===== src/rtl/xbar_feeder.sv =====
// Staging and sequencing front end for the PE crossbar: serially loads one word per PE,
// then replays the bank for a programmed number of cycles with a chosen select pattern.
module xbar_feeder #(
  parameter int DATA_TYPE = 16,
  parameter int NUM_PES   = 16,
  parameter int LOG2_PES  = 4
) (
  input  logic                          clk,
  input  logic                          rst,
  input  logic                          i_cfg_valid,
  input  logic [1:0]                    i_cfg_mode,
  input  logic [7:0]                    i_cfg_repeat,
  input  logic                          i_valid,
  input  logic [DATA_TYPE-1:0]          i_data,
  output logic                          o_ready,
  output logic [NUM_PES*DATA_TYPE-1:0]  o_data_bus,
  output logic [LOG2_PES*NUM_PES-1:0]   o_mux_bus,
  output logic                          o_bus_valid,
  output logic                          o_busy,
  output logic                          o_done
);

  typedef enum logic [1:0] {IDLE, LOAD, ISSUE} state_t;

  state_t                state_reg, state_next;
  logic [1:0]            mode_reg, mode_next;
  logic [7:0]            repeat_reg, repeat_next;
  logic [LOG2_PES-1:0]   load_idx_reg, load_idx_next;
  logic [7:0]            k_reg, k_next;
  logic                  done_reg, done_next;
  logic                  load_fire;

  assign load_fire = (state_reg == LOAD) && i_valid;

  always_ff @(posedge clk or posedge rst) begin
    if (rst) begin
      state_reg    <= IDLE;
      mode_reg     <= 2'd0;
      repeat_reg   <= 8'd1;
      load_idx_reg <= '0;
      k_reg        <= 8'd0;
      done_reg     <= 1'b0;
    end else begin
      state_reg    <= state_next;
      mode_reg     <= mode_next;
      repeat_reg   <= repeat_next;
      load_idx_reg <= load_idx_next;
      k_reg        <= k_next;
      done_reg     <= done_next;
    end
  end

  always_comb begin
    state_next    = state_reg;
    mode_next     = mode_reg;
    repeat_next   = repeat_reg;
    load_idx_next = load_idx_reg;
    k_next        = k_reg;
    done_next     = 1'b0;
    case (state_reg)
      IDLE: begin
        if (i_cfg_valid) begin
          mode_next     = i_cfg_mode;
          repeat_next   = (i_cfg_repeat == 8'd0) ? 8'd1 : i_cfg_repeat;
          load_idx_next = '0;
          k_next        = 8'd0;
          state_next    = LOAD;
        end
      end
      LOAD: begin
        if (i_valid) begin
          load_idx_next = load_idx_reg + LOG2_PES'(1);
          if (load_idx_reg == LOG2_PES'(NUM_PES - 1)) begin
            k_next     = 8'd0;
            state_next = ISSUE;
          end
        end
      end
      ISSUE: begin
        if (k_reg == repeat_reg - 8'd1) begin
          k_next     = 8'd0;
          done_next  = 1'b1;
          state_next = IDLE;
        end else begin
          k_next = k_reg + 8'd1;
        end
      end
      default: state_next = IDLE;
    endcase
  end

  assign o_ready     = (state_reg == LOAD);
  assign o_bus_valid = (state_reg == ISSUE);
  assign o_busy      = (state_reg == LOAD) || (state_reg == ISSUE);
  assign o_done      = done_reg;

  // One register per slot so each can be written by its own load index match.
  for (genvar gi = 0; gi < NUM_PES; gi++) begin : g_slot
    logic [DATA_TYPE-1:0] slot_reg;
    always_ff @(posedge clk or posedge rst) begin
      if (rst) begin
        slot_reg <= '0;
      end else if (load_fire && (load_idx_reg == LOG2_PES'(gi))) begin
        slot_reg <= i_data;
      end
    end
    assign o_data_bus[gi*DATA_TYPE +: DATA_TYPE] = slot_reg;
  end

  // Select arithmetic wraps naturally in LOG2_PES bits.
  for (genvar gi = 0; gi < NUM_PES; gi++) begin : g_sel
    logic [LOG2_PES-1:0] sel;
    always_comb begin
      sel = '0;
      if (state_reg == ISSUE) begin
        case (mode_reg)
          2'd0:    sel = LOG2_PES'(gi);
          2'd1:    sel = k_reg[LOG2_PES-1:0];
          2'd2:    sel = LOG2_PES'(gi) + k_reg[LOG2_PES-1:0];
          default: sel = LOG2_PES'(NUM_PES - 1 - gi);
        endcase
      end
    end
    assign o_mux_bus[gi*LOG2_PES +: LOG2_PES] = sel;
  end

endmodule


===== config.mk =====
export PLATFORM = sky130hd
export DESIGN_NAME = xbar_feeder
export DESIGN_NICKNAME = d
export VERILOG_FILES = /design/src/rtl/xbar_feeder.sv
export SDC_FILE = /design/constraint.sdc
export NUM_CORES = 1
export LEC_CHECK = 0
export BUFFER_PORTS_ARGS = -buffer_cell sky130_fd_sc_hd__clkbuf_2
export CORE_ASPECT_RATIO = 0.7
export CORE_MARGIN = 2
export CORE_UTILIZATION = 52
export DETAILED_ROUTE_END_ITERATION = 6
export GPL_TIMING_DRIVEN = 0
export PLACE_DENSITY = 0.88
export SLEW_MARGIN = 0
export SYNTH_ARGS = -nofsm -noshare
export SYNTH_HDL_FRONTEND = slang
export SYNTH_SLANG_ARGS = --single-unit
export TNS_END_PERCENT = 5

===== constraint.sdc =====
create_clock -name clk -period 12.4 [get_ports clk]
set_input_delay 1.86 -clock clk [delete_from_list [all_inputs] [get_ports clk]]
set_output_delay 1.86 -clock clk [all_outputs]
set_load 0.02 [all_outputs]

==> results of run 1 <==
==> how the worst max path moves through the flow <==
stage                             from                                   to  slack (ns)  cells after the start
2_1_floorplan                      rst    g_slot[0].slot_reg[0]$_DFFE_PP0P_        2.79                      1
3_3_place_gp                       rst  g_slot[12].slot_reg[14]$_DFFE_PP0P_        0.19                      2
3_5_place_dp   mode_reg[0]$_DFFE_PP0P_                        o_mux_bus[61]        8.32                      8
4_1_cts        mode_reg[0]$_DFFE_PP0P_                        o_mux_bus[61]        7.73                      8
5_1_grt        mode_reg[0]$_DFFE_PP0P_                        o_mux_bus[21]        7.47                      8
6_report       mode_reg[0]$_DFFE_PP0P_                        o_mux_bus[61]        7.70                      8
==> final cells by class <==
type | count | area share, %
sequential | 281 | 46.19
multi-input combinational | 499 | 29.55
timing repair buffer | 355 | 11.97
clock buffer | 33 | 4.643
buffer | 85 | 3.156
tap | 312 | 2.564
clock inverter | 15 | 1.307
inverter | 23 | 0.6164
==> routing by layer <==
layer | GRT usage, % | routed length [um]
met2 | 40.17 | 14690
met1 | 34.16 | 13690
met5 | 0 | 0
met3 | 6.651 | 2291
met4 | 7.689 | 972
==> through the flow <==
stage                power, W  std cells
floorplan           0.0009540        888
detailed placement  0.0009773       1555
global route         0.001857       1603
finish               0.001803       1603
CTS                  0.001812       1603
global placement    0.0009741       1553
==> cell families (layout without fill, tap and decap cells) <==
family / after synthesis / in the layout / synth area share, %
AO/OA/AOI/OAI: 80 / 80 / 4.085
XOR/XNOR: 14 / 14 / 1.013
adder cells (fa/ha/maj): 22 / 22 / 2.275
buffers and inverters: 108 / 511 / 4.685
flip-flops: 281 / 281 / 58.13
multiplexers: 268 / 268 / 24.95
AND/OR/NAND/NOR: 115 / 115 / 4.860
==> worst max-delay path, delay by kind of cell, from the launching register on <==
family | cells | cell delay (ns)
AO/OA/AOI/OAI | 2 | 0.45
adder cells (fa/ha/maj) | 1 | 0.17
buffers and inverters | 5 | 1.26
flip-flops | 1 | 0.42
==> cells in the final DEF, fill, tap and decap left out, types with 7 or more instances in the layout <==
cell,synthesis,layout
a21oi_1,35,35
buf_2,22,22
buf_4,33,33
clkbuf_1,29,33
clkbuf_16,0,26
clkbuf_2,0,353
clkinv_2,0,7
dfrtp_1,280,280
ha_1,22,22
inv_1,22,21
mux2_2,265,265
nand2_1,37,37
nand3_1,7,7
nor2_1,27,27
o21ai_0,20,20
xnor2_1,8,8
==> where the power goes <==
part           switching (W)   total, W  internal, W  leakage, nW
Clock               0.000352   0.000843     0.000491        0.448
Sequential                 0   0.000916     0.000916         3.89
Combinational      0.0000355  0.0000428   0.00000723         4.07
Total               0.000388    0.00180      0.00141         8.41
==> results.sh, run 1 <==
export IMPL_hold_viol=0
export IMPL_gp_congestion=0.9312
export IMPL_hold_end="g_slot[8].slot_reg[6]$_DFFE_PP0P_"
export IMPL_status="complete, no violations"
export IMPL_dpl_hpwl_um=23410
export IMPL_fillCellCount=1635
export IMPL_diodes=0
export IMPL_critical_path_slowest_cell="dfrtp_1"
export IMPL_start_util_pct=53.22
export IMPL_syn_nets=940
export IMPL_async_flop_share_pct=100.0
export IMPL_dieArea_sq_um=24520
export IMPL_port_buffers=353
export IMPL_ys_warn_count=0
export IMPL_setup_viol=0
export IMPL_synth_area_top_cells="dfrtp_1 (58%), mux2_2 (25%), ha_1 (2.3%)"
export IMPL_synthFlopType="dfrtp_1"
export IMPL_final_net_count=1323
export IMPL_cts_max_level=1
export IMPL_grt_max_degree=138
export IMPL_ctsHoldBuffers=0
export IMPL_final_util_pct=66.97
export IMPL_slew_headroom_pct=44.08
export IMPL_worstMarginPinSlew_ns=0.8343
export IMPL_via_per_inst=5.359
export IMPL_min_delay_path_class="reg -> reg"
export IMPL_drtPass1Iterations=4
export IMPL_regToRegStartpoint="state_reg[1]$_DFFE_PP0P_"
export IMPL_r2r_slack_ns=9.78
export IMPL_cts_root_buf="clkbuf_16"
export IMPL_critical_path_max_fanout=10
export IMPL_core_sq_um=22730
export IMPL_slowest_delay_ns=0.42
export IMPL_track_usage_pct=25.26
export IMPL_vdd_drop_max_uv=114.4
export IMPL_cts_tree="done"
export IMPL_rows=46
export IMPL_synth_most_common_cell="dfrtp_1"
export IMPL_worst_setup_path_end_kind="primary output"
export IMPL_power_density_nw_per_um2=118.4
export IMPL_synth_area_sq_um=12100
export IMPL_dieWidth_um=186.3
export IMPL_multiInputGateArea_sq_um=4499
export IMPL_grt_pass1_vias=8609
export IMPL_wl_per_cell_um=19.74
export IMPL_start_kind="flop"
export IMPL_drv_slew=0
export IMPL_largest_register_ffs=256
export IMPL_grt_overflow=0
export IMPL_path_class="reg -> out"
export IMPL_synth_seq_cells=281
export IMPL_routed_wirelength_um=31650
export IMPL_design_area_sq_um=15220
export IMPL_register_area_sq_um=7033
export IMPL_setup_tns_ns=0
export IMPL_r2r_end="g_slot[15].slot_reg[3]$_DFFE_PP0P_"
export IMPL_ctsResizeCount=0
export IMPL_rsz0062_at_grt="false"
export IMPL_maxCapViolCount=0
export IMPL_syn_to_final_growth_pct=25.83
export IMPL_cp_cell_sequence="inv_1, ha_1, clkbuf_1, clkbuf_1, a21oi_1, a21oi_1, buf_4, clkbuf_2"
export IMPL_drive_gt1_share_pct=57.24
export IMPL_min_path_cells=1
export IMPL_required_ns=10.54
export IMPL_finalWorstSetupSlack_ns=7.699
export IMPL_synth_common_cells="dfrtp_1 (280), mux2_2 (265), nand2_1 (37), a21oi_1 (35), buf_4 (33)"
export IMPL_antenna_found_initial=0
export IMPL_pre_cts_ws_ns=8.322
export IMPL_drt_iter0_markers=472
export IMPL_detailed_place_area_sq_um=14320
export IMPL_die_h_um=131.6
export IMPL_synth_top_area_share_pct=57.91
export IMPL_drc_errors=0
export IMPL_post_cts_buffers=0
export IMPL_synth_edf_count=0
export IMPL_p_leak_nw=8.411
export IMPL_yosysSeqAreaShare_pct=58.13
export IMPL_hold_worst_slack_ns=0.5016
export IMPL_pin_count=354
export IMPL_detail_route_antenna_nets=0
export IMPL_reg2reg_depth=7
export IMPL_crit_arrival_ns=2.84
export IMPL_cts_inserted_buffers=26
export IMPL_clock_latency_ns=0.53
export IMPL_syn_inst=888
export IMPL_yosys_area_top_type="dfrtp_1"
export IMPL_vias=8591
export IMPL_clkTransAtPathRegs_ns=0.07
export IMPL_clock_path_buffers=3
export IMPL_synth_distinct_cells=54
export IMPL_avgSynthCellArea_sq_um=13.63
export IMPL_fin_crit_sh_pct=37.91
export IMPL_holdCritStartpoint="g_slot[8].slot_reg[6]$_DFFE_PP0P_"
export IMPL_finClkSkew_ns=0.02826
export IMPL_period_needed_ns=4.701
export IMPL_fmax_mhz=212.7
export IMPL_clkSinkCount=281
export IMPL_grt_pass1_wl_um=49270
Power figures use the tool's default switching activity.
==> run 2: changes to the inputs <==
Clock period 12.4 ns to 4.35 ns, I/O delays scaled along.
==> run 2 against run 1 <==
- clock skew fell by 0.0080 ns
- critical path depth up 1
- worst hold slack lost 0.30 ns
- largest cell class unchanged
==> results.sh, run 2 (same netlist as run 1, synthesis figures left out) <==
export IMPL_cp_cell_sequence="clkbuf_8, clkbuf_1, inv_1, ha_1, a21oi_1, xnor2_1, nand2_1, a21oi_1, clkbuf_2"
export IMPL_fmax_mhz=285.0
export IMPL_cts_tree="done"
export IMPL_worstMarginPinSlew_ns=0.8112
export IMPL_r2r_slack_ns=1.68
export IMPL_finClkSkew_ns=0.02021
export IMPL_final_common_cell="clkbuf_2"
export IMPL_clock_latency_ns=0.54
export IMPL_status="complete, no violations"
export IMPL_grt_pass1_vias=8853
export IMPL_cts_inserted_buffers=27
export IMPL_final_cell_mix="clkbuf_2 (353), dfrtp_1 (280), mux2_2 (265)"
export IMPL_port_buffers=353
export IMPL_via_per_inst=5.361
export IMPL_grt_overflow=0
export IMPL_core_sq_um=22730
export IMPL_setup_tns_ns=0
export IMPL_reg2reg_depth=7
export IMPL_dieArea_sq_um=24520
export IMPL_finalWorstSetupSlack_ns=0.8410
export IMPL_required_ns=3.70
export IMPL_slowest_delay_ns=0.42
export IMPL_crit_arrival_ns=2.86
export IMPL_drive_gt1_share_pct=57.48
export IMPL_regToRegStartpoint="state_reg[1]$_DFFE_PP0P_"
export IMPL_start_kind="flop"
export IMPL_maxCapViolCount=0
export IMPL_power_density_nw_per_um2=328.8
export IMPL_antenna_found_initial=0
export IMPL_r2r_end="g_slot[15].slot_reg[5]$_DFFE_PP0P_"
export IMPL_fin_crit_sh_pct=80.67
export IMPL_grt_max_degree=44
export IMPL_diodes=0
export IMPL_clkTransAtPathRegs_ns=0.06
export IMPL_vias=8620
export IMPL_drtPass1Iterations=5
export IMPL_stdcell_count=1608
export IMPL_pin_count=354
export IMPL_post_cts_buffers=0
export IMPL_ctsResizeCount=0
export IMPL_path_class="reg -> out"
export IMPL_cts_root_buf="clkbuf_16"
export IMPL_cts_max_level=1
export IMPL_hold_viol=0
export IMPL_wl_per_cell_um=19.96
export IMPL_gp_congestion=0.9287
export IMPL_cp_top_family="buffers and inverters"
export IMPL_dp_cells=1560
export IMPL_clkSinkCount=281
export IMPL_syn_to_final_growth_pct=26.09
export IMPL_critical_path_max_fanout=10
export IMPL_min_delay_path_class="in -> async"
export IMPL_period_needed_ns=3.509
export IMPL_critical_path_slowest_cell="dfrtp_1"
export IMPL_crit_buf_inv=4
export IMPL_detail_route_antenna_nets=0
export IMPL_dpl_hpwl_um=24150
export IMPL_grt_pass1_wl_um=50460
export IMPL_rsz0062_at_grt="false"
export IMPL_final_net_count=1329
export IMPL_vdd_drop_max_uv=327.5
export IMPL_slew_headroom_pct=45.72
export IMPL_pre_cts_ws_ns=1.498
export IMPL_dieWidth_um=186.3
export IMPL_drv_slew=0
export IMPL_ctsHoldBuffers=0
export IMPL_clock_path_buffers=3
export IMPL_routed_wirelength_um=32090
export IMPL_die_h_um=131.6
export IMPL_start_util_pct=53.22
export IMPL_p_leak_nw=8.428
export IMPL_drt_iter0_markers=368
export IMPL_track_usage_pct=26.00
export IMPL_worst_path_most_repeated_cell="a21oi_1"
export IMPL_drc_errors=0
export IMPL_largest_register_ffs=256
export IMPL_rows=46
export IMPL_worst_setup_path_end_kind="primary output"
export IMPL_setup_viol=0
run 2: changes by cell type in the layout (fill, tap and decap cells not counted):
cell	before	now
clkbuf_8	4	6
clkinv_8	1	0
clkinvlp_4	1	2
clkinv_2	7	9
inv_6	0	1
inv_8	2	0
clkbuf_1	33	32
buf_12	0	7
clkbuf_16	26	27
buf_16	2	0
bufinv_16	4	1
run 2: per-stage QoR:
stage	hold WS, ns	area [sq um]	power [W]	util, %
final	0.1972	15260	0.005015	67.11
after global routing	0.2417	15260	0.005188	67.11
after CTS	0.1977	15260	0.005055	67.11
after detailed placement	0.4920	14400	0.002795	63.34
after global placement	0.4865	14260	0.002778	62.72
after floorplan	0.4891	12100	0.002720	-
run 2: worst max path at each step:
stage,cells after the start,to,from
2_1_floorplan,1,g_slot[0].slot_reg[0]$_DFFE_PP0P_,rst
3_3_place_gp,2,g_slot[9].slot_reg[6]$_DFFE_PP0P_,rst
3_5_place_dp,9,o_mux_bus[55],k_reg[2]$_DFFE_PP0P_
4_1_cts,8,o_mux_bus[29],mode_reg[0]$_DFFE_PP0P_
5_1_grt,9,o_mux_bus[23],k_reg[2]$_DFFE_PP0P_
6_report,9,o_mux_bus[55],k_reg[2]$_DFFE_PP0P_
run 2: layout make-up:
cell class | count | area (sq um)
Tap cell | 312 | 390.4
Clock buffer | 35 | 755.7
Fill cell | 1602 | 7478
Timing Repair Buffer | 360 | 1907
Buffer | 85 | 480.5
Multi-Input combinational cell | 499 | 4499
Sequential cell | 281 | 7033
Inverter | 23 | 90.09
Clock inverter | 13 | 100.1
run 2: layer usage:
layer	vias up	global-route usage (%)	routed length [um]
met5	-	0	0
met4	0	9.111	1171
met3	80	6.998	2583
met2	356	41.56	14880
met1	4336	34.40	13450
li1	3848	-	-
run 2: where the power goes:
| group | internal [W] | switching (W) |
|---|---|---|
| combinational | 0.0000282 | 0.000103 |
| clock | 0.00128 | 0.000989 |
| sequential | 0.00261 | 0 |
